--- src/rtl/ma_stage_if.sv ---
// Data-memory port of the memory-access stage: request/grant handshake with
// a separate rvalid return channel.
interface ma_stage_if;
   logic        dmem_req;
   logic        dmem_we;
   logic [29:0] dmem_adr;
   logic [3:0]  dmem_be;
   logic [31:0] dmem_wdata;
   logic        dmem_gnt;
   logic        dmem_rvalid;
   logic [31:0] dmem_rdata;

   modport master (
      output dmem_req, dmem_we, dmem_adr, dmem_be, dmem_wdata,
      input  dmem_gnt, dmem_rvalid, dmem_rdata
   );

   modport slave (
      input  dmem_req, dmem_we, dmem_adr, dmem_be, dmem_wdata,
      output dmem_gnt, dmem_rvalid, dmem_rdata
   );
endinterface

--- src/rtl/ma_stage.sv ---
// RV32I memory-access stage: drives the data-memory port, aligns load data,
// stalls while a transaction is outstanding and owns the WB/WB2 registers.
module ma_stage (
   input  logic        clk,
   input  logic        rst_n,
   input  logic        cmd_ld_ma,
   input  logic        cmd_st_ma,
   input  logic [4:0]  rd_adr_ma,
   input  logic [31:0] rd_data_ma,
   input  logic        wbk_rd_reg_ma,
   input  logic [31:0] st_data_ma,
   input  logic [2:0]  ldst_code_ma,
   input  logic        stall,
   input  logic        rst_pipe,
   ma_stage_if.master  dmem,
   output logic        stall_ma,
   output logic        misalign_ma,
   output logic [4:0]  rd_adr_wb,
   output logic [31:0] wbk_data_wb,
   output logic        wbk_rd_reg_wb,
   output logic [4:0]  rd_adr_wb2,
   output logic [31:0] wbk_data_wb2,
   output logic        wbk_rd_reg_wb2
);

   typedef enum logic [2:0] {
      ST_IDLE,
      ST_REQ,
      ST_WAIT,
      ST_DONE,
      ST_DISCARD
   } state_e;

   function automatic logic [31:0] align_load(input logic [31:0] word,
                                              input logic [1:0]  ofs,
                                              input logic [2:0]  code);
      logic signed [15:0] h;
      logic signed [7:0]  b;
      h = ofs[1] ? word[31:16] : word[15:0];
      b = ofs[0] ? h[15:8] : h[7:0];
      case (code)
         3'b000:  align_load = 32'(b);
         3'b100:  align_load = {24'b0, b};
         3'b001:  align_load = 32'(h);
         3'b101:  align_load = {16'b0, h};
         default: align_load = word;
      endcase
   endfunction

   function automatic logic [3:0] store_be(input logic [1:0] ofs,
                                           input logic [1:0] size);
      case (size)
         2'b00:   store_be = 4'b0001 << ofs;
         2'b01:   store_be = ofs[1] ? 4'b1100 : 4'b0011;
         default: store_be = 4'b1111;
      endcase
   endfunction

   function automatic logic [31:0] store_wdata(input logic [31:0] d,
                                               input logic [1:0]  size);
      case (size)
         2'b00:   store_wdata = {4{d[7:0]}};
         2'b01:   store_wdata = {2{d[15:0]}};
         default: store_wdata = d;
      endcase
   endfunction

   state_e      state_q, state_d;
   logic [31:0] hold_q;
   logic [4:0]  wb_rd_adr_q,  wb2_rd_adr_q;
   logic [31:0] wb_data_q,    wb2_data_q;
   logic        wb_we_q,      wb2_we_q;

   logic        mem_op, issue, req, done_now, capture;
   logic [31:0] aligned, wb_data_d;

   assign mem_op      = cmd_ld_ma | cmd_st_ma;
   assign misalign_ma = mem_op &
                        (((ldst_code_ma[1:0] == 2'b01) & rd_data_ma[0]) |
                         (ldst_code_ma[1] & (rd_data_ma[1:0] != 2'b00)));
   assign issue       = mem_op & ~misalign_ma;
   assign aligned     = align_load(dmem.dmem_rdata, rd_data_ma[1:0], ldst_code_ma);

   always_comb begin
      state_d  = state_q;
      req      = 1'b0;
      done_now = 1'b0;
      capture  = 1'b0;
      case (state_q)
         ST_IDLE, ST_REQ: begin
            if (issue) begin
               // A flush withdraws the request so no grant can be orphaned.
               req = ~rst_pipe;
               if (dmem.dmem_gnt & ~rst_pipe) begin
                  if (cmd_ld_ma) begin
                     state_d = ST_WAIT;
                  end else begin
                     done_now = 1'b1;
                     state_d  = stall ? ST_DONE : ST_IDLE;
                  end
               end else begin
                  state_d = ST_REQ;
               end
            end else begin
               state_d = ST_IDLE;
            end
         end
         ST_WAIT: begin
            if (dmem.dmem_rvalid) begin
               done_now = 1'b1;
               capture  = 1'b1;
               state_d  = stall ? ST_DONE : ST_IDLE;
            end
         end
         ST_DONE: begin
            if (!stall) state_d = ST_IDLE;
         end
         ST_DISCARD: begin
            if (dmem.dmem_rvalid) state_d = ST_IDLE;
         end
         default: state_d = ST_IDLE;
      endcase
      // A flushed load still owes one rvalid unless it arrives in this very cycle.
      if (rst_pipe) begin
         capture = 1'b0;
         if ((state_q == ST_WAIT || state_q == ST_DISCARD) && !dmem.dmem_rvalid)
            state_d = ST_DISCARD;
         else
            state_d = ST_IDLE;
      end
   end

   assign stall_ma = (state_q == ST_DISCARD) |
                     (issue & ~done_now & (state_q != ST_DONE));

   assign dmem.dmem_req   = req;
   assign dmem.dmem_we    = req & ~cmd_ld_ma;
   assign dmem.dmem_adr   = rd_data_ma[31:2];
   assign dmem.dmem_be    = cmd_ld_ma ? 4'b1111 : store_be(rd_data_ma[1:0], ldst_code_ma[1:0]);
   assign dmem.dmem_wdata = store_wdata(st_data_ma, ldst_code_ma[1:0]);

   assign wb_data_d = cmd_ld_ma ? (done_now ? aligned : hold_q) : rd_data_ma;

   always_ff @(posedge clk or negedge rst_n) begin
      if (!rst_n) begin
         state_q <= ST_IDLE;
         hold_q  <= '0;
      end else begin
         state_q <= state_d;
         if (capture) hold_q <= aligned;
      end
   end

   always_ff @(posedge clk or negedge rst_n) begin
      if (!rst_n) begin
         wb_rd_adr_q  <= '0;
         wb_data_q    <= '0;
         wb_we_q      <= 1'b0;
         wb2_rd_adr_q <= '0;
         wb2_data_q   <= '0;
         wb2_we_q     <= 1'b0;
      end else if (rst_pipe) begin
         wb_rd_adr_q  <= '0;
         wb_data_q    <= '0;
         wb_we_q      <= 1'b0;
         wb2_rd_adr_q <= '0;
         wb2_data_q   <= '0;
         wb2_we_q     <= 1'b0;
      end else if (!stall) begin
         wb_rd_adr_q  <= rd_adr_ma;
         wb_data_q    <= wb_data_d;
         wb_we_q      <= wbk_rd_reg_ma & ~misalign_ma;
         wb2_rd_adr_q <= wb_rd_adr_q;
         wb2_data_q   <= wb_data_q;
         wb2_we_q     <= wb_we_q;
      end
   end

   assign rd_adr_wb      = wb_rd_adr_q;
   assign wbk_data_wb    = wb_data_q;
   assign wbk_rd_reg_wb  = wb_we_q;
   assign rd_adr_wb2     = wb2_rd_adr_q;
   assign wbk_data_wb2   = wb2_data_q;
   assign wbk_rd_reg_wb2 = wb2_we_q;

endmodule

--- src/flat_wrapper.sv ---
// flat-port wrapper written by rule: the top's interface ports become plain ports
module ma_stage_flat 
  (clk, rst_n, cmd_ld_ma, cmd_st_ma, rd_adr_ma, rd_data_ma, wbk_rd_reg_ma, st_data_ma, ldst_code_ma, stall, rst_pipe, stall_ma, misalign_ma, rd_adr_wb, wbk_data_wb, wbk_rd_reg_wb, rd_adr_wb2, wbk_data_wb2, wbk_rd_reg_wb2, dmem_dmem_req, dmem_dmem_we, dmem_dmem_adr, dmem_dmem_be, dmem_dmem_wdata, dmem_dmem_gnt, dmem_dmem_rvalid, dmem_dmem_rdata);
  ma_stage_if dmem_i ();
  input  logic clk;
  input  logic rst_n;
  input  logic cmd_ld_ma;
  input  logic cmd_st_ma;
  input  logic [4:0] rd_adr_ma;
  input  logic [31:0] rd_data_ma;
  input  logic wbk_rd_reg_ma;
  input  logic [31:0] st_data_ma;
  input  logic [2:0] ldst_code_ma;
  input  logic stall;
  input  logic rst_pipe;
  output logic stall_ma;
  output logic misalign_ma;
  output logic [4:0] rd_adr_wb;
  output logic [31:0] wbk_data_wb;
  output logic wbk_rd_reg_wb;
  output logic [4:0] rd_adr_wb2;
  output logic [31:0] wbk_data_wb2;
  output logic wbk_rd_reg_wb2;
  output wire logic [$bits(dmem_i.dmem_req)-1:0] dmem_dmem_req;
  output wire logic [$bits(dmem_i.dmem_we)-1:0] dmem_dmem_we;
  output wire logic [$bits(dmem_i.dmem_adr)-1:0] dmem_dmem_adr;
  output wire logic [$bits(dmem_i.dmem_be)-1:0] dmem_dmem_be;
  output wire logic [$bits(dmem_i.dmem_wdata)-1:0] dmem_dmem_wdata;
  input wire logic [$bits(dmem_i.dmem_gnt)-1:0] dmem_dmem_gnt;
  input wire logic [$bits(dmem_i.dmem_rvalid)-1:0] dmem_dmem_rvalid;
  input wire logic [$bits(dmem_i.dmem_rdata)-1:0] dmem_dmem_rdata;
  assign dmem_dmem_req = dmem_i.dmem_req;
  assign dmem_dmem_we = dmem_i.dmem_we;
  assign dmem_dmem_adr = dmem_i.dmem_adr;
  assign dmem_dmem_be = dmem_i.dmem_be;
  assign dmem_dmem_wdata = dmem_i.dmem_wdata;
  assign dmem_i.dmem_gnt = dmem_dmem_gnt;
  assign dmem_i.dmem_rvalid = dmem_dmem_rvalid;
  assign dmem_i.dmem_rdata = dmem_dmem_rdata;
  ma_stage u_core (.clk(clk), .rst_n(rst_n), .cmd_ld_ma(cmd_ld_ma), .cmd_st_ma(cmd_st_ma), .rd_adr_ma(rd_adr_ma), .rd_data_ma(rd_data_ma), .wbk_rd_reg_ma(wbk_rd_reg_ma), .st_data_ma(st_data_ma), .ldst_code_ma(ldst_code_ma), .stall(stall), .rst_pipe(rst_pipe), .dmem(dmem_i), .stall_ma(stall_ma), .misalign_ma(misalign_ma), .rd_adr_wb(rd_adr_wb), .wbk_data_wb(wbk_data_wb), .wbk_rd_reg_wb(wbk_rd_reg_wb), .rd_adr_wb2(rd_adr_wb2), .wbk_data_wb2(wbk_data_wb2), .wbk_rd_reg_wb2(wbk_rd_reg_wb2));
endmodule
--- config.mk ---
export PLATFORM = sky130hd
export DESIGN_NAME = ma_stage_flat
export DESIGN_NICKNAME = d
export VERILOG_FILES = /design/src/rtl/ma_stage_if.sv /design/src/rtl/ma_stage.sv /design/src/flat_wrapper.sv
export SDC_FILE = /design/constraint.sdc
export NUM_CORES = 1
export LEC_CHECK = 0
export CORE_UTILIZATION = 30
export DETAILED_ROUTE_END_ITERATION = 8
export PLACE_DENSITY = 0.65
export SLEW_MARGIN = 5
export SYNTH_ARGS = -nofsm -noshare
export SYNTH_HDL_FRONTEND = slang
export SYNTH_SLANG_ARGS = --single-unit
--- constraint.sdc ---
create_clock -name clk -period 2.5 [get_ports clk]
set_input_delay 0.5 -clock clk [delete_from_list [all_inputs] [get_ports clk]]
set_output_delay 0.5 -clock clk [all_outputs]
set_load 0.01 [all_outputs]
==> results.yml <==
critical_path:
  reg2reg_slack_ns: 0.56
  arrival_ns: 1.94
  crit_slowest_cell: "or3b_1"
  cp-startpoint: "rd_data_ma[0]"
  r2r-end: "u_core.wbk_data_wb[12]"
  r2r_cells: 6
  r2r_start: "u_core.state_q[2]"
  setup.worst_path.end: "stall_ma"
  start_kind: "input port"
  cp_max_fo: 3
  crit_required_ns: 2.00
  path_cells: "clkdlybuf4s15_1 -> o21ai_4 -> o211ai_1 -> buf_4 -> or3b_1 -> o311ai_1 -> buf_2"
  path_class: "in2out"
  cp-end-kind: "output pin"
  cp_slowest_stage_delay_ns: 0.34
floorplanning:
  chipWidth_um: 153.3
  initial_core_util: 0.3106
  dieArea_um2: 23490
  core_area_um2: 22090
  die_h_um: 153.3
  io_pins: 259
  rows: 54
final_layout:
  final_cells: 1219
  syn2layout_area_growth_pct: 46.02
  drive_gt1_frac: 0.1502
  fin_nets: 1047
  final_area_um2: 10020
  antenna_cells: 0
placed_design:
  place_inst: 1198
  io_buffers: 258
  placed_cell_area_um2: 9625
  gp_congestion: 0.8515
  dpl.hpwl_um: 17000
global_routing:
  grt_start_max_net_pins: 56
  grt_pass1_vias: 6371
  antenna_found_initial: 0
  overflow: 0
  grt_pass1_wl_um: 36690
  grt_usage: 0.1995
clocking:
  cts_sinks: 111
  cts_tree: "built"
  cts_root_buf: "clkbuf_16"
  clk_path_buf_depth: 2
  numCtsBuffers: 9
  worstSkewPairLatency_ns: 0.36
  path_clk_slew_ns: 0.08
  h-tree-depth: 3
synthesis:
  syn_avg_cell_area_um2: 9.612
  synth-seq-cells: 111
  syn_nets: 827
  ys_types: 59
  synthCells: 714
  syn-cell-area_um2: 6863
  synthTopCellsByArea: "dfrtp_1 (40%), mux2i_1 (7.4%), buf_4 (4.4%)"
  synth_flop_cell: "dfrtp_1"
  async_reset_ff_frac: 1.000
  synth_top_area_cell: "dfrtp_1"
  synth.yosys.seq_area_share: 0.4047
  yosysMostFrequentCell: "dfrtp_1"
  yosys.area.top_type_share: 0.4047
  synth_edf_count: 0
  synth_warnings: 0
  synth_common_cells: "dfrtp_1 (111), nor2_1 (73), mux2i_1 (51), a21oi_1 (50), nand2_1 (49)"
pwr:
  p_per_area_nw_per_um2: 501.7
  p_total_mw: 5.027
  ir_drop_mv: 0.3384
  leakage_nw: 4.364
status:
  status: "complete, no violations"
routing:
  postRouteAntennaNets: 0
  vias: 6464
  first_pass_iters: 6
  drt-total-wl_um: 23170
  drt-initial-drc-count: 453
  wl_per_cell_um: 19.01
  drt-vias-per-instance: 5.303
  drc_errors: 0
sta:
  fin_crit_sh: 0.9745
  hold-worst-slack_ns: 0.06548
  timing_hold_violations_final: 0
  relSlewSlack: 0.4752
  setup_viol: 0
  timing.fmax_mhz: 410.5
  tightest_slew_ns: 0.7855
  slew_violations: 0
  rsz0062_at_grt: "false"
  timing.setup.tns_ns: 0
  clock_skew_ns: 0.006733
  min_period_ns: 2.436
run:
  maxCapViolCount: 0
min_path:
  hold_path.class: "in2async"
[critical path: cells and delay by family]
kind                   cells  cell delay (ns)
buffers and inverters      3             0.62
AO/OA/AOI/OAI              3             0.48
AND/OR/NAND/NOR            1             0.34
[metrics by stage]
stage / worst slack, ns / util
after floorplan: 0.2152 / -
after global placement: -0.5957 / 0.4357
after detailed placement: -0.6253 / 0.4357
after CTS: 0.01316 / 0.4519
after global routing: 0.0009195 / 0.4536
final: 0.06384 / 0.4536
[state kept, by name, summed over array words and instances, names as in the netlist]
name	flops
u_core.wbk_rd_reg_wb	1
u_core.rd_adr_wb2	5
u_core.wbk_rd_reg_wb2	1
u_core.wbk_data_wb	32
u_core.wbk_data_wb2	32
u_core.state_q	3
u_core.rd_adr_wb	5
u_core.hold_q	32
[metal layers]
layer,GRT usage,part of all wire,vias to the layer above
met5,0,0,-
met4,0.06830,0.026,0
met3,0.05075,0.079,33
met2,0.3340,0.48,274
met1,0.2486,0.41,3099
li1,-,-,3058
[cell usage in the layout, fill, tap and decap left out, types with 3 or more instances in the layout]
cell,synthesis,final
inv_1,20,20
a41oi_1,7,7
o22ai_1,8,8
nand2_1,49,47
o21ai_1,8,8
dlymetal6s2s_1,0,13
a221oi_2,10,10
clkbuf_16,0,9
buf_6,5,3
a32o_1,15,15
nor2b_1,20,19
nor3b_1,9,9
a311oi_1,16,16
nand4_1,8,8
a222oi_1,16,16
nor3_1,4,4
o21ai_0,37,37
a21oi_1,50,50
mux2_2,23,23
buf_4,40,51
a211oi_2,10,10
dlygate4sd2_1,0,3
a221oi_1,13,13
buf_12,0,5
clkdlybuf4s50_1,0,233
nor2_1,73,72
a211oi_1,7,7
mux2i_1,51,51
and3b_1,8,8
dfrtp_1,111,111
[report_power, final]
group	switching, mW	total [mW]	leakage, nW	internal (mW)
Sequential	0.113	2.11	1.44	2.00
Combinational	0.659	1.36	2.77	0.702
Clock	0.734	1.56	0.156	0.823
[layout make-up]
class / instances / area [um^2]
fillers: 2106 / 12070
clock inverters: 6 / 75.07
multi-input cells: 478 / 3432
well taps: 280 / 350.3
clock buffers: 10 / 239.0
inverters: 21 / 78.83
flip-flops and latches: 111 / 2778
repair buffers: 313 / 3068
[cells by family (layout without fill, tap and decap cells)]
kind of cell	after synthesis	after routing	share of synthesized area
AO/OA/AOI/OAI	212	212	0.2388
multiplexers	77	77	0.1198
XOR/XNOR	1	1	0.001276
flip-flops	111	111	0.4047
buffers and inverters	125	350	0.09973
AND/OR/NAND/NOR	188	188	0.1356
[repair_timing]
| action | 4_1_cts | 5_1_grt |
|---|---|---|
| endpoints found under the setup margin | 24 | 22 |
| pin swaps | 4 | 2 |
| hold buffers | 0 | 0 |
| buffers inserted | 5 | 0 |
| hold endpoints to repair | 0 | 0 |
| gates resized for setup | 15 | 22 |
[worst min-delay path by stage]
| stage | start | to | cells past startpoint |
|---|---|---|---|
| finish | rst_n | u_core.wbk_data_wb2[9] | 1 |
| global route | rst_n | u_core.wbk_data_wb2[12] | 1 |
| CTS | rst_n | u_core.wbk_data_wb2[12] | 1 |
| detailed placement | rst_n | u_core.wbk_data_wb2[12] | 1 |
| global placement | rst_n | u_core.wbk_data_wb2[9] | 1 |
| floorplan | rst_n | u_core.hold_q[0] | 0 |
Note: power is estimated with default switching activity, not from simulation.
==> RTL change (config.mk and constraints unchanged) <==
Encoding of `state_e`: now Gray code (3 bits for 5 states).
--- a/src/rtl/ma_stage.sv
+++ b/src/rtl/ma_stage.sv
@@ -24,11 +24,11 @@
 );
 
    typedef enum logic [2:0] {
-      ST_IDLE,
-      ST_REQ,
-      ST_WAIT,
-      ST_DONE,
-      ST_DISCARD
+      ST_IDLE    = 3'b000,
+      ST_REQ     = 3'b001,
+      ST_WAIT    = 3'b011,
+      ST_DONE    = 3'b010,
+      ST_DISCARD = 3'b110
    } state_e;
 
    function automatic logic [31:0] align_load(input logic [31:0] word,
Behaviour: same outputs for any inputs over 4 cycles, from zero or initial values and one cycle with rst_n low; so few cycles prove little.
==> RTL change against the original RTL <==
  * Sequential power down 7%
  * Hold slack better by 0.067 ns
  * Synthesized area down 4.6%
  * Sequential cell count unchanged
  * Global-route usage up 0.82 points
  * Critical endpoint is now dmem_dmem_wdata[26]
  * Power down 9.0%
  * Routed wire length up 0.35%
  * Setup slack worse by 0.011 ns
  * Highest routed layer is now met5
  * Final cell count down 1.6%
  * Synthesized cell count down 1.8%
  * First-iteration DRC count up 11%
  * Final area down 2.7%
  * Critical path type unchanged
==> RTL change: results (changes against the original RTL) <==
top layer reached by signal wires = met5 (was met4)
WL met2 = 11200 microns (about the same)
met3 layer wire length in the routed design = 1670 microns (was 1840 microns)
sequential-to-total area share from yosys stat = 42.4% (was 40.5%)
via count of the first global-routing pass = 6239 (was 6371)
Final Non-Filler Cells = 1200 (was 1219)
static leakage = 4.13 nW (was 4.36 nW)
status = finished, final reports clean (unchanged)
via count = 6375 (was 6464)
setup slack after layout = 0.0529 ns (was 0.0638 ns)
post-synthesis net count = 814 (was 827)
skew final = 0.00872 ns (was 0.00673 ns)
count of plain and timing-repair buffers = 305 (was 313)
worst slew margin relative to its limit = 30.6% (was 47.5%)
signed area change from the synthesized netlist to the final layout = 48.8% (was 46.0%)
total global-route track usage = 20.8% (was 20.0%)
clk tree area frac = 3.02% (was 3.13%)
DP Area = 9320 sq um (was 9630 sq um)
worst ir drop on vdd = 308 uV (was 338 uV)
GR met1 Demand/Resource = 27.4% (was 24.9%)
global-route wire length before repair = 35500 microns (was 36700 microns)
biggest cell delay along the critical path = 0.56 ns (was 0.34 ns)
dominant cells by area after synthesis = sky130_fd_sc_hd__dfrtp_1, sky130_fd_sc_hd__mux2i_1, sky130_fd_sc_hd__nor2_1 (was sky130_fd_sc_hd__dfrtp_1, sky130_fd_sc_hd__mux2i_1, sky130_fd_sc_hd__buf_4)
gp weighted congestion = 0.802 (was 0.852)
CP Max Fanout = 5 (was 3)
distinct cell type count of the synthesized netlist = 53 (was 59)
initial antenna violation count = 2 (was 0)
fraction of layout cells with a size suffix above 1 = 11.9% (was 15.0%)
number of inserted diodes = 1 (was 0)
M1 WL = 9880 microns (was 9550 microns)
relative area of non-clock buffer cells in the final design = 31.5% (was 30.6%)
inverters = 18 (was 21)
Multi-In Gates = 474 (was 478)
Filler Cells Inserted = 2032 (was 2106)
maximum number of pins on one net before global-route repair = 79 (was 56)
GR Util met3 = 3.54% (was 5.08%)
average detailed-routed wire length per instance = 19.4 microns (was 19.0 microns)
worst slack at placement = -0.492 ns (was -0.625 ns)
placed wire-length estimate after detailed placement = 16800 microns (was 17000 microns)
fraction of area in multi-input gates = 32.7% (was 34.2%)
setup slack, reg-to-reg = 0.68 ns (was 0.56 ns)
top cells by instance count after synthesis = sky130_fd_sc_hd__dfrtp_1, sky130_fd_sc_hd__nor2_1, sky130_fd_sc_hd__nand2_1, sky130_fd_sc_hd__mux2i_1, sky130_fd_sc_hd__a21oi_1 (was sky130_fd_sc_hd__dfrtp_1, sky130_fd_sc_hd__nor2_1, sky130_fd_sc_hd__mux2i_1, sky130_fd_sc_hd__a21oi_1, sky130_fd_sc_hd__nand2_1)
DRC marker count from the first detailed-route iteration = 502 (was 453)
==> RTL change: repair_timing <==
item | in CTS | in global routing
cloned | 1 | 0
setup endpoints to repair | 24 | 10
gates resized for setup | 40 | 6
setup buffers | 2 | 0
pin swaps | 2 | 0
==> RTL change: final timing paths <==
kind | end | cells after the start
worst max register to register | u_core.wbk_data_wb[17] | 7
worst max-delay path | dmem_dmem_wdata[26] | 6
min in group clk | u_core.hold_q[10] | 2
worst min register to register | u_core.hold_q[10] | 2
max in group asynchronous | u_core.wbk_data_wb2[17] | 2
worst min-delay path | u_core.wbk_data_wb[10] | 1
==> RTL change: report_power, final <==
group / internal [W] / switching (W) / total [W]
registers: 0.00190 / 0.0000766 / 0.00197
clock network: 0.000721 / 0.000719 / 0.00144
logic: 0.000615 / 0.000545 / 0.00116
total: 0.00323 / 0.00134 / 0.00457
==> RTL change: cells by family after synthesis <==
logic type	Yosys count	synth area share, %
mux	76	12.4
compound gates	198	22.2
buf+inv	116	9.71
simple gates	200	13.3
flops	111	42.4
